<file path="src/rtl/mano_pkg.sv">
// Shared widths, opcode encodings and timing-slot indices for the Mano
// basic-computer sequencing front end.
package mano_pkg;
  localparam int SC_W  = 3;
  localparam int OPC_W = 3;
  localparam int T_W   = 1 << SC_W;
  localparam int D_W   = 1 << OPC_W;

  typedef enum logic [OPC_W-1:0] {
    OP_AND = 3'd0,
    OP_ADD = 3'd1,
    OP_LDA = 3'd2,
    OP_STA = 3'd3,
    OP_BUN = 3'd4,
    OP_BSA = 3'd5,
    OP_ISZ = 3'd6,
    OP_RIO = 3'd7
  } opcode_e;

  localparam int T0 = 0;
  localparam int T1 = 1;
  localparam int T2 = 2;
  localparam int T3 = 3;
  localparam int T4 = 4;
  localparam int T5 = 5;
  localparam int T6 = 6;
  localparam int T7 = 7;

  // Run flip-flop S expressed as a two-state machine.
  typedef enum logic {
    HALTED  = 1'b0,
    RUNNING = 1'b1
  } run_state_e;

  function automatic opcode_e ir_opcode(input logic [15:0] ir);
    return opcode_e'(ir[14:12]);
  endfunction
endpackage

</file>
<file path="src/rtl/mano_seq_ctrl_if.sv">
// Control/observation bundle between the sequencer and its consumers.
interface mano_seq_ctrl_if;
  import mano_pkg::*;

  logic             start;
  logic             hlt;
  logic             sc_clr;
  logic [15:0]      ir;
  logic [T_W-1:0]   T;
  logic [D_W-1:0]   D;
  logic             I;
  logic             S;
  logic [SC_W-1:0]  sc;
  logic             sc_ovf;

  modport master (
    output start, hlt, sc_clr, ir,
    input  T, D, I, S, sc, sc_ovf
  );

  modport slave (
    input  start, hlt, sc_clr, ir,
    output T, D, I, S, sc, sc_ovf
  );
endinterface

</file>
<file path="src/rtl/mano_dec_n.sv">
// Generic N-bit binary to 2**N one-hot decoder with enable.
module mano_dec_n #(
  parameter int N = 3
) (
  input  logic [N-1:0]      bin,
  input  logic              en,
  output logic [(1<<N)-1:0] onehot
);
  for (genvar i = 0; i < (1 << N); i++) begin : g_bit
    assign onehot[i] = en && (bin == N'(i));
  end
endmodule

</file>
<file path="src/rtl/mano_seq_ctrl.sv">
// Run flip-flop, sequence counter, timing vector and registered opcode
// decode for the Mano control unit.
module mano_seq_ctrl
  import mano_pkg::*;
(
  input  logic           clk,
  input  logic           rst_n,
  mano_seq_ctrl_if.slave bus
);
  run_state_e      state_q, state_d;
  logic [SC_W-1:0] sc_q, sc_d;
  logic [D_W-1:0]  d_q, d_d, d_nxt;
  logic            i_q, i_d;
  logic            ovf_q, ovf_d;
  logic [T_W-1:0]  t_vec;
  logic            unused_ir;

  assign unused_ir = ^bus.ir[11:0];

  // Timing vector is purely combinational from S and SC.
  mano_dec_n #(.N(SC_W)) u_tdec (
    .bin    (sc_q),
    .en     (state_q == RUNNING),
    .onehot (t_vec)
  );

  // Opcode decode only produces a value while T2 is active.
  mano_dec_n #(.N(OPC_W)) u_ddec (
    .bin    (ir_opcode(bus.ir)),
    .en     (t_vec[T2]),
    .onehot (d_nxt)
  );

  always_ff @(posedge clk or negedge rst_n) begin
    if (!rst_n) begin
      state_q <= HALTED;
      sc_q    <= '0;
      d_q     <= '0;
      i_q     <= 1'b0;
      ovf_q   <= 1'b0;
    end else begin
      state_q <= state_d;
      sc_q    <= sc_d;
      d_q     <= d_d;
      i_q     <= i_d;
      ovf_q   <= ovf_d;
    end
  end

  always_comb begin
    state_d = state_q;
    sc_d    = sc_q;
    d_d     = d_q;
    i_d     = i_q;
    ovf_d   = ovf_q;

    if (t_vec[T2]) begin
      d_d = d_nxt;
      i_d = bus.ir[15];
    end

    // hlt dominates both the counter and the run flip-flop.
    if (bus.hlt) begin
      sc_d = '0;
    end else if (state_q == RUNNING) begin
      if (bus.sc_clr) begin
        sc_d = '0;
      end else begin
        sc_d = sc_q + SC_W'(1);
        if (sc_q == SC_W'(T_W - 1)) ovf_d = 1'b1;
      end
    end

    unique case (state_q)
      HALTED:  if (bus.hlt) state_d = HALTED;
               else if (bus.start) state_d = RUNNING;
      RUNNING: if (bus.hlt) state_d = HALTED;
      default: state_d = HALTED;
    endcase
  end

  assign bus.T      = t_vec;
  assign bus.D      = d_q;
  assign bus.I      = i_q;
  assign bus.S      = (state_q == RUNNING);
  assign bus.sc     = sc_q;
  assign bus.sc_ovf = ovf_q;
endmodule
</file>
<file path="src/flat_wrapper.sv">
// flat-port wrapper written by rule: the top's interface ports become plain ports
module mano_seq_ctrl_flat import mano_pkg::*;
  (clk, rst_n, bus_start, bus_hlt, bus_sc_clr, bus_ir, bus_T, bus_D, bus_I, bus_S, bus_sc, bus_sc_ovf);
  mano_seq_ctrl_if bus_i ();
  input  logic clk;
  input  logic rst_n;
  input wire logic [$bits(bus_i.start)-1:0] bus_start;
  input wire logic [$bits(bus_i.hlt)-1:0] bus_hlt;
  input wire logic [$bits(bus_i.sc_clr)-1:0] bus_sc_clr;
  input wire logic [$bits(bus_i.ir)-1:0] bus_ir;
  output wire logic [$bits(bus_i.T)-1:0] bus_T;
  output wire logic [$bits(bus_i.D)-1:0] bus_D;
  output wire logic [$bits(bus_i.I)-1:0] bus_I;
  output wire logic [$bits(bus_i.S)-1:0] bus_S;
  output wire logic [$bits(bus_i.sc)-1:0] bus_sc;
  output wire logic [$bits(bus_i.sc_ovf)-1:0] bus_sc_ovf;
  assign bus_i.start = bus_start;
  assign bus_i.hlt = bus_hlt;
  assign bus_i.sc_clr = bus_sc_clr;
  assign bus_i.ir = bus_ir;
  assign bus_T = bus_i.T;
  assign bus_D = bus_i.D;
  assign bus_I = bus_i.I;
  assign bus_S = bus_i.S;
  assign bus_sc = bus_i.sc;
  assign bus_sc_ovf = bus_i.sc_ovf;
  mano_seq_ctrl u_core (.clk(clk), .rst_n(rst_n), .bus(bus_i));
endmodule
</file>
<file path="config.mk">
export PLATFORM = sky130hd
export DESIGN_NAME = mano_seq_ctrl_flat
export DESIGN_NICKNAME = d
export VERILOG_FILES = /design/src/rtl/mano_pkg.sv /design/src/rtl/mano_seq_ctrl_if.sv /design/src/rtl/mano_dec_n.sv /design/src/rtl/mano_seq_ctrl.sv /design/src/flat_wrapper.sv
export SDC_FILE = /design/constraint.sdc
export NUM_CORES = 1
export LEC_CHECK = 0
export ABC_AREA = 1
export CAP_MARGIN = 20
export CORE_MARGIN = 1.5
export CORE_UTILIZATION = 37
export DETAILED_ROUTE_END_ITERATION = 6
export HOLD_SLACK_MARGIN = 0.06
export MAX_ROUTING_LAYER = met4
export PLACE_DENSITY_LB_ADDON = 0.2
export SYNTH_ARGS = -nofsm -noshare
export SYNTH_HDL_FRONTEND = slang
export SYNTH_SLANG_ARGS = --single-unit
</file>
<file path="constraint.sdc">
create_clock -name clk -period 1.7 [get_ports clk]
set_input_delay 0.34 -clock clk [delete_from_list [all_inputs] [get_ports clk]]
set_output_delay 0.34 -clock clk [all_outputs]
set_load 0.01 [all_outputs]
</file>
; ---- Word level (Yosys, flattened, before mapping)
; Cells that the tools add are included.
[classes]
addsub = 1
eq_ne = 14
n_mux = 7
bitwise = 3
n_reduce_logical = 20
[ops]
columns = op, n
row1 = $eq A3 B3 Y1 const B, 8
row2 = $logic_and A1 B1 Y1, 16
row3 = $eq A3 B2 Y1 const B, 4
row4 = $mux W3, 3
row5 = $eq A3 B1 Y1 const B, 2
row6 = $logic_not A3 Y1, 2
row7 = $reduce_and A4 Y1, 1
row8 = $add A3 B1 Y3 const B, 1
row9 = $mux W1, 3
row10 = $not A1 Y1, 3
row11 = $pmux W1 S2, 1
row12 = $reduce_bool A2 Y1, 1
[totals]
regBits = 14
output_inout_bits = 22
wordCells = 50

; ---- Logic depth before layout (Yosys ltp)
; Gate-level depths: netlist of the first run.
[depth]
word_depth = 4
mapped_depth = 6
mapped_depth_nobuf = 6

; ---- By module
; From an unflattened synthesis of the first run, not the netlist that was laid out.
[hier_totals]
cells_unflattened = 96
hier_area_um2 = 710.7
[modules_own_cells]
columns = mod, instances, cells_per_inst, area_per_inst_um2, seq_area_each_um2
row1 = mano_seq_ctrl, 1, 62, 583.1, 350.3
row2 = mano_dec_n, 2, 17, 63.8, 0.0

; ---- Worst setup path after synthesis of the first run
; OpenSTA, ideal clock, no wires.
[synth_timing]
kind = reg-to-output
start = reg u_core.sc_q[0] (netlist: u_core.bus.sc[0])
end = out bus_T[2]
arrival_time_ns = 1.104
required_ns = 1.360
path_slack_ns = 0.256
path_stages_with_launch = 6
path_buffers = 1
cell_sequence = dfrtp_1 inv_1 ha_1 inv_2 nor2_8 buf_4
[synth_between]
elab_chain_cells = 2
[synth_rtl]
columns = item, line_no
row1 = from (decl), mano_seq_ctrl.sv:11  ; logic [SC_W-1:0] sc_q, sc_d;
row2 = from (signal assigned), mano_seq_ctrl.sv:37  ; sc_q <= '0;
row3 = from (signal assigned), mano_seq_ctrl.sv:43  ; sc_q <= sc_d;
row4 = $eq A3 B2 Y1, mano_dec_n.sv:10  ; assign onehot[i] = en && (bin == N'(i));
row5 = $logic_and A1 B1 Y1, mano_dec_n.sv:10
row6 = to (decl), flat_wrapper.sv:11  ; output wire logic [$bits(bus_i.T)-1:0] bus_T;
; No other way between the ends.

; ---- Final worst setup path of the first run
[layout_timing]
start = reg u_core.sc_q[2] (netlist: u_core.bus.sc[2])
end = out bus_sc[2]
[layout_lines]
columns = item, line_no
row1 = to (decl), flat_wrapper.sv:15  ; output wire logic [$bits(bus_i.sc)-1:0] bus_sc;
; No word-level cell between the ends.

==> results of run 1 <==
==> worst max path at each step <==
stage	cells past startpoint	start	slack (ns)	to
after floorplan	5	u_core.bus.sc[0]$_DFFE_PN0P_	0.26	bus_T[2]
after global placement	5	u_core.bus.sc[1]$_DFFE_PN0P_	-0.03	bus_T[7]
after detailed placement	5	u_core.bus.sc[1]$_DFFE_PN0P_	-0.05	bus_T[7]
after CTS	6	u_core.bus.sc[1]$_DFFE_PN0P_	-0.12	bus_T[7]
after global routing	6	u_core.bus.sc[1]$_DFFE_PN0P_	-0.02	bus_T[6]
final	1	u_core.bus.sc[2]$_DFFE_PN0P_	0.03	bus_sc[2]
==> layout make-up <==
| class | instances | share of cell area [%] |
|---|---|---|
| timing repair buffer | 45 | 30.4 |
| clock buffer | 3 | 1.72 |
| inverter | 14 | 4.58 |
| multi-input combinational | 67 | 33.9 |
| tap | 27 | 2.57 |
| sequential | 14 | 26.8 |
==> sequential cells by signal, summed over array words and instances (netlist names) <==
register	cells
u_core.bus.sc	3
u_core.bus.I	1
u_core.bus.D	8
u_core.bus.sc_ovf	1
u_core.bus.S	1
==> cells in the final DEF (no fill, tap or decap), types with 2 or more instances in the layout <==
cell type,instances
nand2_1,34
nand2_4,2
inv_2,6
o21ai_0,3
nor2_2,3
clkbuf_4,3
clkdlybuf4s50_1,20
buf_4,13
dfrtp_1,13
buf_2,5
buf_6,6
nor2_1,12
ha_4,6
inv_1,6
nand3_1,2
==> stage by stage <==
step	area, sq um	std cells	hold WS (ns)
after global routing	1310	170	0.388
after global placement	1140	159	0.464
final	1310	170	0.364
after CTS	1200	168	0.372
after floorplan	774	97	0.0444
after detailed placement	1140	159	0.464
==> per-layer routing <==
| metal | track usage [%] | part of all wire [%] | vias up |
|---|---|---|---|
| li1 | - | - | 383 |
| met1 | 20.6 | 46 | 331 |
| met2 | 27.2 | 50 | 18 |
| met3 | 3.09 | 3.4 | 2 |
| met4 | 6.67 | 0.57 | 0 |
| met5 | - | 0 | - |
==> cell families (layout without fill, tap and decap cells) <==
family                   Yosys count  in the layout  share of synthesized area [%]
flip-flops                        14             14                           45.2
buffers and inverters             16             62                           9.21
adder cells (fa/ha/maj)            6              6                           9.69
AND/OR/NAND/NOR                   56             56                           32.3
AO/OA/AOI/OAI                      5              5                           3.55
==> power by group through the flow <==
stage               combinational (uW)  clock, uW  sequential [uW]
detailed placement                 258          0              425
global route                       306        204              423
global placement                   255          0              424
CTS                                270        187              416
finish                             278        185              416
floorplan                         75.6          0              448
==> what timing repair did <==
action                     CTS  global route
setup buffers                6             3
pin swaps                    2             5
gates resized for setup     35            33
setup endpoints to repair    9             8
==> flow_metrics.py, run 1 <==
metrics = {
    "run_status": {
        "status": "finished, final reports clean",
    },
    "global_routing": {
        "antenna_found_initial": 0,
        "grt_max_degree": 15,
        "grt.overflow.total": 0,
        "grt_util_all_layers_pct": 16.7,
        "grt_pass1_wl_mm": 3.02,
        "grt_pass1_vias": 712,
    },
    "power_and_ir_drop": {
        "p_int_uw": 624,
        "finalPower_uw": 880,
        "swShare_pct": 29.0,
        "p_seq_share_pct": 47.3,
        "power_density_mw_per_mm2": 670,
        "p_comb_share_pct": 31.6,
        "cellLeakagePower_uw": 0.000652,
        "p_clk_share_pct": 21.1,
        "vdd_drop_max_mv": 0.442,
        "switchingPower_uw": 255,
    },
    "clocking": {
        "cts_hold_buf": 0,
        "clk_transition_reported_paths_ns": 0.08,
        "cts_buffer_depth": 2,
        "cts_made_buffers": 3,
        "clock-root-buffer": "clkbuf_4",
        "cts_tree": "yes",
        "cts.sinks": 14,
        "clk_latency_ns": 0.27,
        "h-tree-depth": 1,
    },
    "floorplanning": {
        "start_util_pct": 39.5,
        "die_y_um": 48.8,
        "die-area_sq_mm": 0.00238,
        "rows": 16,
        "core_region_area_sq_mm": 0.00196,
        "io_pins": 43,
        "die_w_um": 48.8,
    },
    "final_layout": {
        "fillers": 164,
        "diodes": 0,
        "drive_gt1_share_pct": 35.0,
        "regArea_sq_um": 352,
        "syn2layout_area_growth_pct": 69.5,
        "post-route-util_pct": 66.9,
        "multi_input_area_sq_um": 445,
        "layout.nets": 172,
    },
    "routing": {
        "vias_per_cell": 4.32,
        "dr.pass1.iters": 4,
        "vias": 734,
        "wl_per_cell_um": 10.3,
        "drt_wl_total_mm": 1.76,
        "ant_nets": 0,
        "drtIter0Drc": 9,
        "route.detailed.drc": 0,
    },
    "synth": {
        "yosys.area.top_type": "dfrtp_1",
        "yosysWarnings": 0,
        "synthFlopType": "dfrtp_1",
        "ys_seq_area_share_pct": 45.2,
        "synthMostInstantiatedCell": "nand2_1",
        "synth.avg_cell_area_sq_um": 7.98,
        "synth_area_sq_um": 774,
        "synth_common_cells": "36 x nand2_1, 15 x nor2_1, 14 x dfrtp_1",
        "synth_top_area_share_pct": 45.2,
        "synth_edf_count": 0,
        "ys_async_sr_fraction_pct": 100,
        "synth_cell_types": 15,
        "synth_top_cells_by_area": "dfrtp_1 45%, nand2_1 17%, ha_1 9.7%, nor2_1 7.3%, inv_1 5.8%",
        "synth_nets": 124,
        "netlist_instances": 97,
        "ys_ff_latch": 14,
    },
    "min_path": {
        "hold_class": "in2async",
    },
    "worst_setup_path": {
        "critical_path_class": "reg2out",
        "crit-reg2reg-launch": "u_core.bus.sc[1]$_DFFE_PN0P_",
        "crit_path_end_kind": "primary output",
        "worst-path-buf-inv": 1,
        "cpLargestDelayFamily": "buffers and inverters",
        "cp_max_fo": 5,
        "r2r-end": "u_core.bus.D[1]$_DFFE_PN0P_",
        "crit_chain": "clkdlybuf4s50_1",
        "start_kind": "register",
        "slowest_stage": "clkdlybuf4s50_1",
        "reg2reg_depth": 8,
        "required_ns": 1.36,
        "cp.arrival_ns": 1.33,
        "max_stage_delay_ns": 0.58,
        "r2r_slack_ns": 0.40,
    },
    "timing": {
        "fin_worst_skew_ns": 0.00157,
        "setup_viol": 0,
        "fin_crit_sh_pct": 98.2,
        "maxSlewViolCount": 0,
        "slew_headroom_pct": 84.1,
        "clock.fmax_mhz": 599,
        "rsz0062_at_grt": "true",
        "fin_ws_ns": 0.0303,
        "tightest_slew_ns": 0.238,
        "min_period_ns": 1.67,
        "setup_tns_ns": 0,
        "hold_viol": 0,
    },
    "placed_design": {
        "portBuffers": 30,
        "dpl.hpwl_mm": 1.25,
        "place.gp.congestion": 0.763,
        "pre_cts_slack_ns": -0.0509,
    },
    "job": {
        "cap_violations": 0,
    },
}
(Power assumes the default switching activity.)
==> run 2: changes to the inputs <==
- CORE_UTILIZATION: 37 -> 34
- CTS_CLUSTER_DIAMETER: unset -> 200
- clock period: 1.7 -> 1.46 ns (I/O delays scaled with it)
==> flow_metrics.py, run 2 (synthesized netlist as in run 1, its figures left out) <==
metrics = {
    "final_layout": {
        "largest_register_ffs": 8,
        "post-route-util_pct": 59.5,
        "final_common_cell": "nand2_1",
        "drive_gt1_share_pct": 34.2,
        "layout_common_cells": "34 x nand2_1, 14 x nor2_1, 13 x buf_4",
        "fillers": 212,
        "layout.nets": 174,
        "syn2layout_area_growth_pct": 68.2,
        "diodes": 0,
    },
    "global_routing": {
        "grt_util_all_layers_pct": 16.3,
        "grt_pass1_vias": 772,
        "antenna_found_initial": 0,
        "grt.overflow.total": 0,
        "grt_max_degree": 15,
        "grt_pass1_wl_mm": 3.06,
    },
    "worst_setup_path": {
        "slowest_stage": "dfrtp_1",
        "reg2reg_depth": 8,
        "r2r_slack_ns": 0.10,
        "critical_path_class": "reg2out",
        "max_stage_delay_ns": 0.40,
        "crit_chain": "buf_6 -> ha_4 -> ha_4 -> nand2_4 -> inv_2 -> buf_6",
        "crit_path_end_kind": "primary output",
        "start_kind": "register",
        "required_ns": 1.17,
        "cp.arrival_ns": 1.33,
        "cp_max_fo": 2,
    },
    "floorplanning": {
        "die_w_um": 50.7,
        "core_region_area_sq_mm": 0.00219,
        "die_y_um": 50.7,
        "die-area_sq_mm": 0.00257,
        "start_util_pct": 35.4,
        "rows": 17,
        "io_pins": 43,
    },
    "timing": {
        "hold_viol": 0,
        "maxSlewViolCount": 0,
        "min_period_ns": 1.63,
        "slew_headroom_pct": 86.3,
        "fin_crit_sh_pct": 111,
        "rsz0062_at_grt": "true",
        "tightest_slew_ns": 0.204,
        "fin_ws_ns": -0.166,
        "clock.fmax_mhz": 615,
        "setup_viol": 8,
        "setup_tns_ns": -1.17,
        "fin_worst_skew_ns": 0.00579,
    },
    "routing": {
        "wl_met3_um": 105,
        "wl_per_cell_um": 10.5,
        "ant_nets": 0,
        "drtIter0Drc": 8,
        "route.detailed.drc": 0,
        "met2_length_um": 943,
        "vias_per_cell": 4.27,
        "wl_met1_um": 736,
        "drt_wl_total_mm": 1.82,
        "dr.max_layer_used": "met4",
        "dr.pass1.iters": 4,
        "vias": 743,
    },
    "placed_design": {
        "dpl.hpwl_mm": 1.29,
        "place.gp.congestion": 0.775,
        "portBuffers": 30,
    },
    "power_and_ir_drop": {
        "vdd_drop_max_mv": 0.808,
        "cellLeakagePower_uw": 0.000669,
        "power_density_mw_per_mm2": 795,
    },
    "clocking": {
        "clk_latency_ns": 0.28,
        "cts_buffer_depth": 2,
        "clk_transition_reported_paths_ns": 0.09,
        "cts_hold_buf": 0,
        "cts.sinks": 14,
        "clock-root-buffer": "clkbuf_4",
        "h-tree-depth": 1,
        "cts_made_buffers": 3,
        "cts_tree": "yes",
    },
    "job": {
        "cap_violations": 0,
    },
    "min_path": {
        "hold_class": "in2async",
    },
    "run_status": {
        "failed_checks": "setup timing",
        "status": "finished, violations left",
    },
}
==> run 2: changes by cell type in the layout (fill, tap and decap cells not counted), moves of 2 or more <==
cell,previous run,this run
clkdlybuf4s50_1,20,8
dlygate4sd2_1,1,12
buf_2,5,8
inv_1,6,9
inv_2,6,3
nor2_1,12,14
nor2_2,3,1
==> run 2: repair_timing <==
action / in CTS / in global routing
pin swaps: 3 / 2
resized for setup: 71 / 9
endpoints found under the setup margin: 22 / 9
buffers inserted: 9 / 0
==> run 2: final cells by class <==
type	count	area, sq um	share of cell area [%]
tap	28	35.0	2.69
inverter	14	57.6	4.42
sequential	14	353	27.1
multi-input combinational	67	430	33.0
timing repair buffer	47	390	30.0
clock buffer	4	36.3	2.79
==> run 2: stage by stage <==
stage,std cells,worst slack [ns],hold slack (ns),total power [uW],instance area (sq um)
after detailed placement,163,-0.218,0.464,798,1170
after global routing,174,-0.210,0.338,1100,1300
after floorplan,97,0.0644,-0.00359,609,774
after global placement,163,-0.212,0.464,794,1170
after CTS,176,-0.155,0.311,1050,1280
final,174,-0.166,0.316,1040,1300
==> run 2: power breakdown <==
group	switching (uW)	total, uW	internal, uW
Clock	124	276	152
Combinational	141	280	139
Sequential	30.0	480	450
==> run 2: path summary, 6_finish.rpt <==
path | startpoint | end
min in group clk | u_core.bus.D[3]$_DFFE_PN0P_ | u_core.bus.D[3]$_DFFE_PN0P_
worst max register to register | u_core.bus.sc[0]$_DFFE_PN0P_ | u_core.bus.sc_ovf$_DFFE_PN0P_
worst min-delay path | rst_n | u_core.bus.D[7]$_DFFE_PN0P_
worst min register to register | u_core.bus.D[3]$_DFFE_PN0P_ | u_core.bus.D[3]$_DFFE_PN0P_
worst max-delay path | u_core.bus.sc[0]$_DFFE_PN0P_ | bus_T[7]
max in group asynchronous | rst_n | u_core.bus.sc[2]$_DFFE_PN0P_
==> run 2: critical path, delay by kind of cell, from the launching register on <==
kind,cells,cell delay (ns)
buffers and inverters,3,0.25
DFF,1,0.40
and+or+nand+nor,1,0.06
adders and majority gates,2,0.33
==> run 2: layer usage <==
layer | global-route usage [%] | up-vias
met3 | 5.95 | 4
met4 | 4.95 | 0
met1 | 17.2 | 331
li1 | - | 386
met5 | - | -
met2 | 28.3 | 22
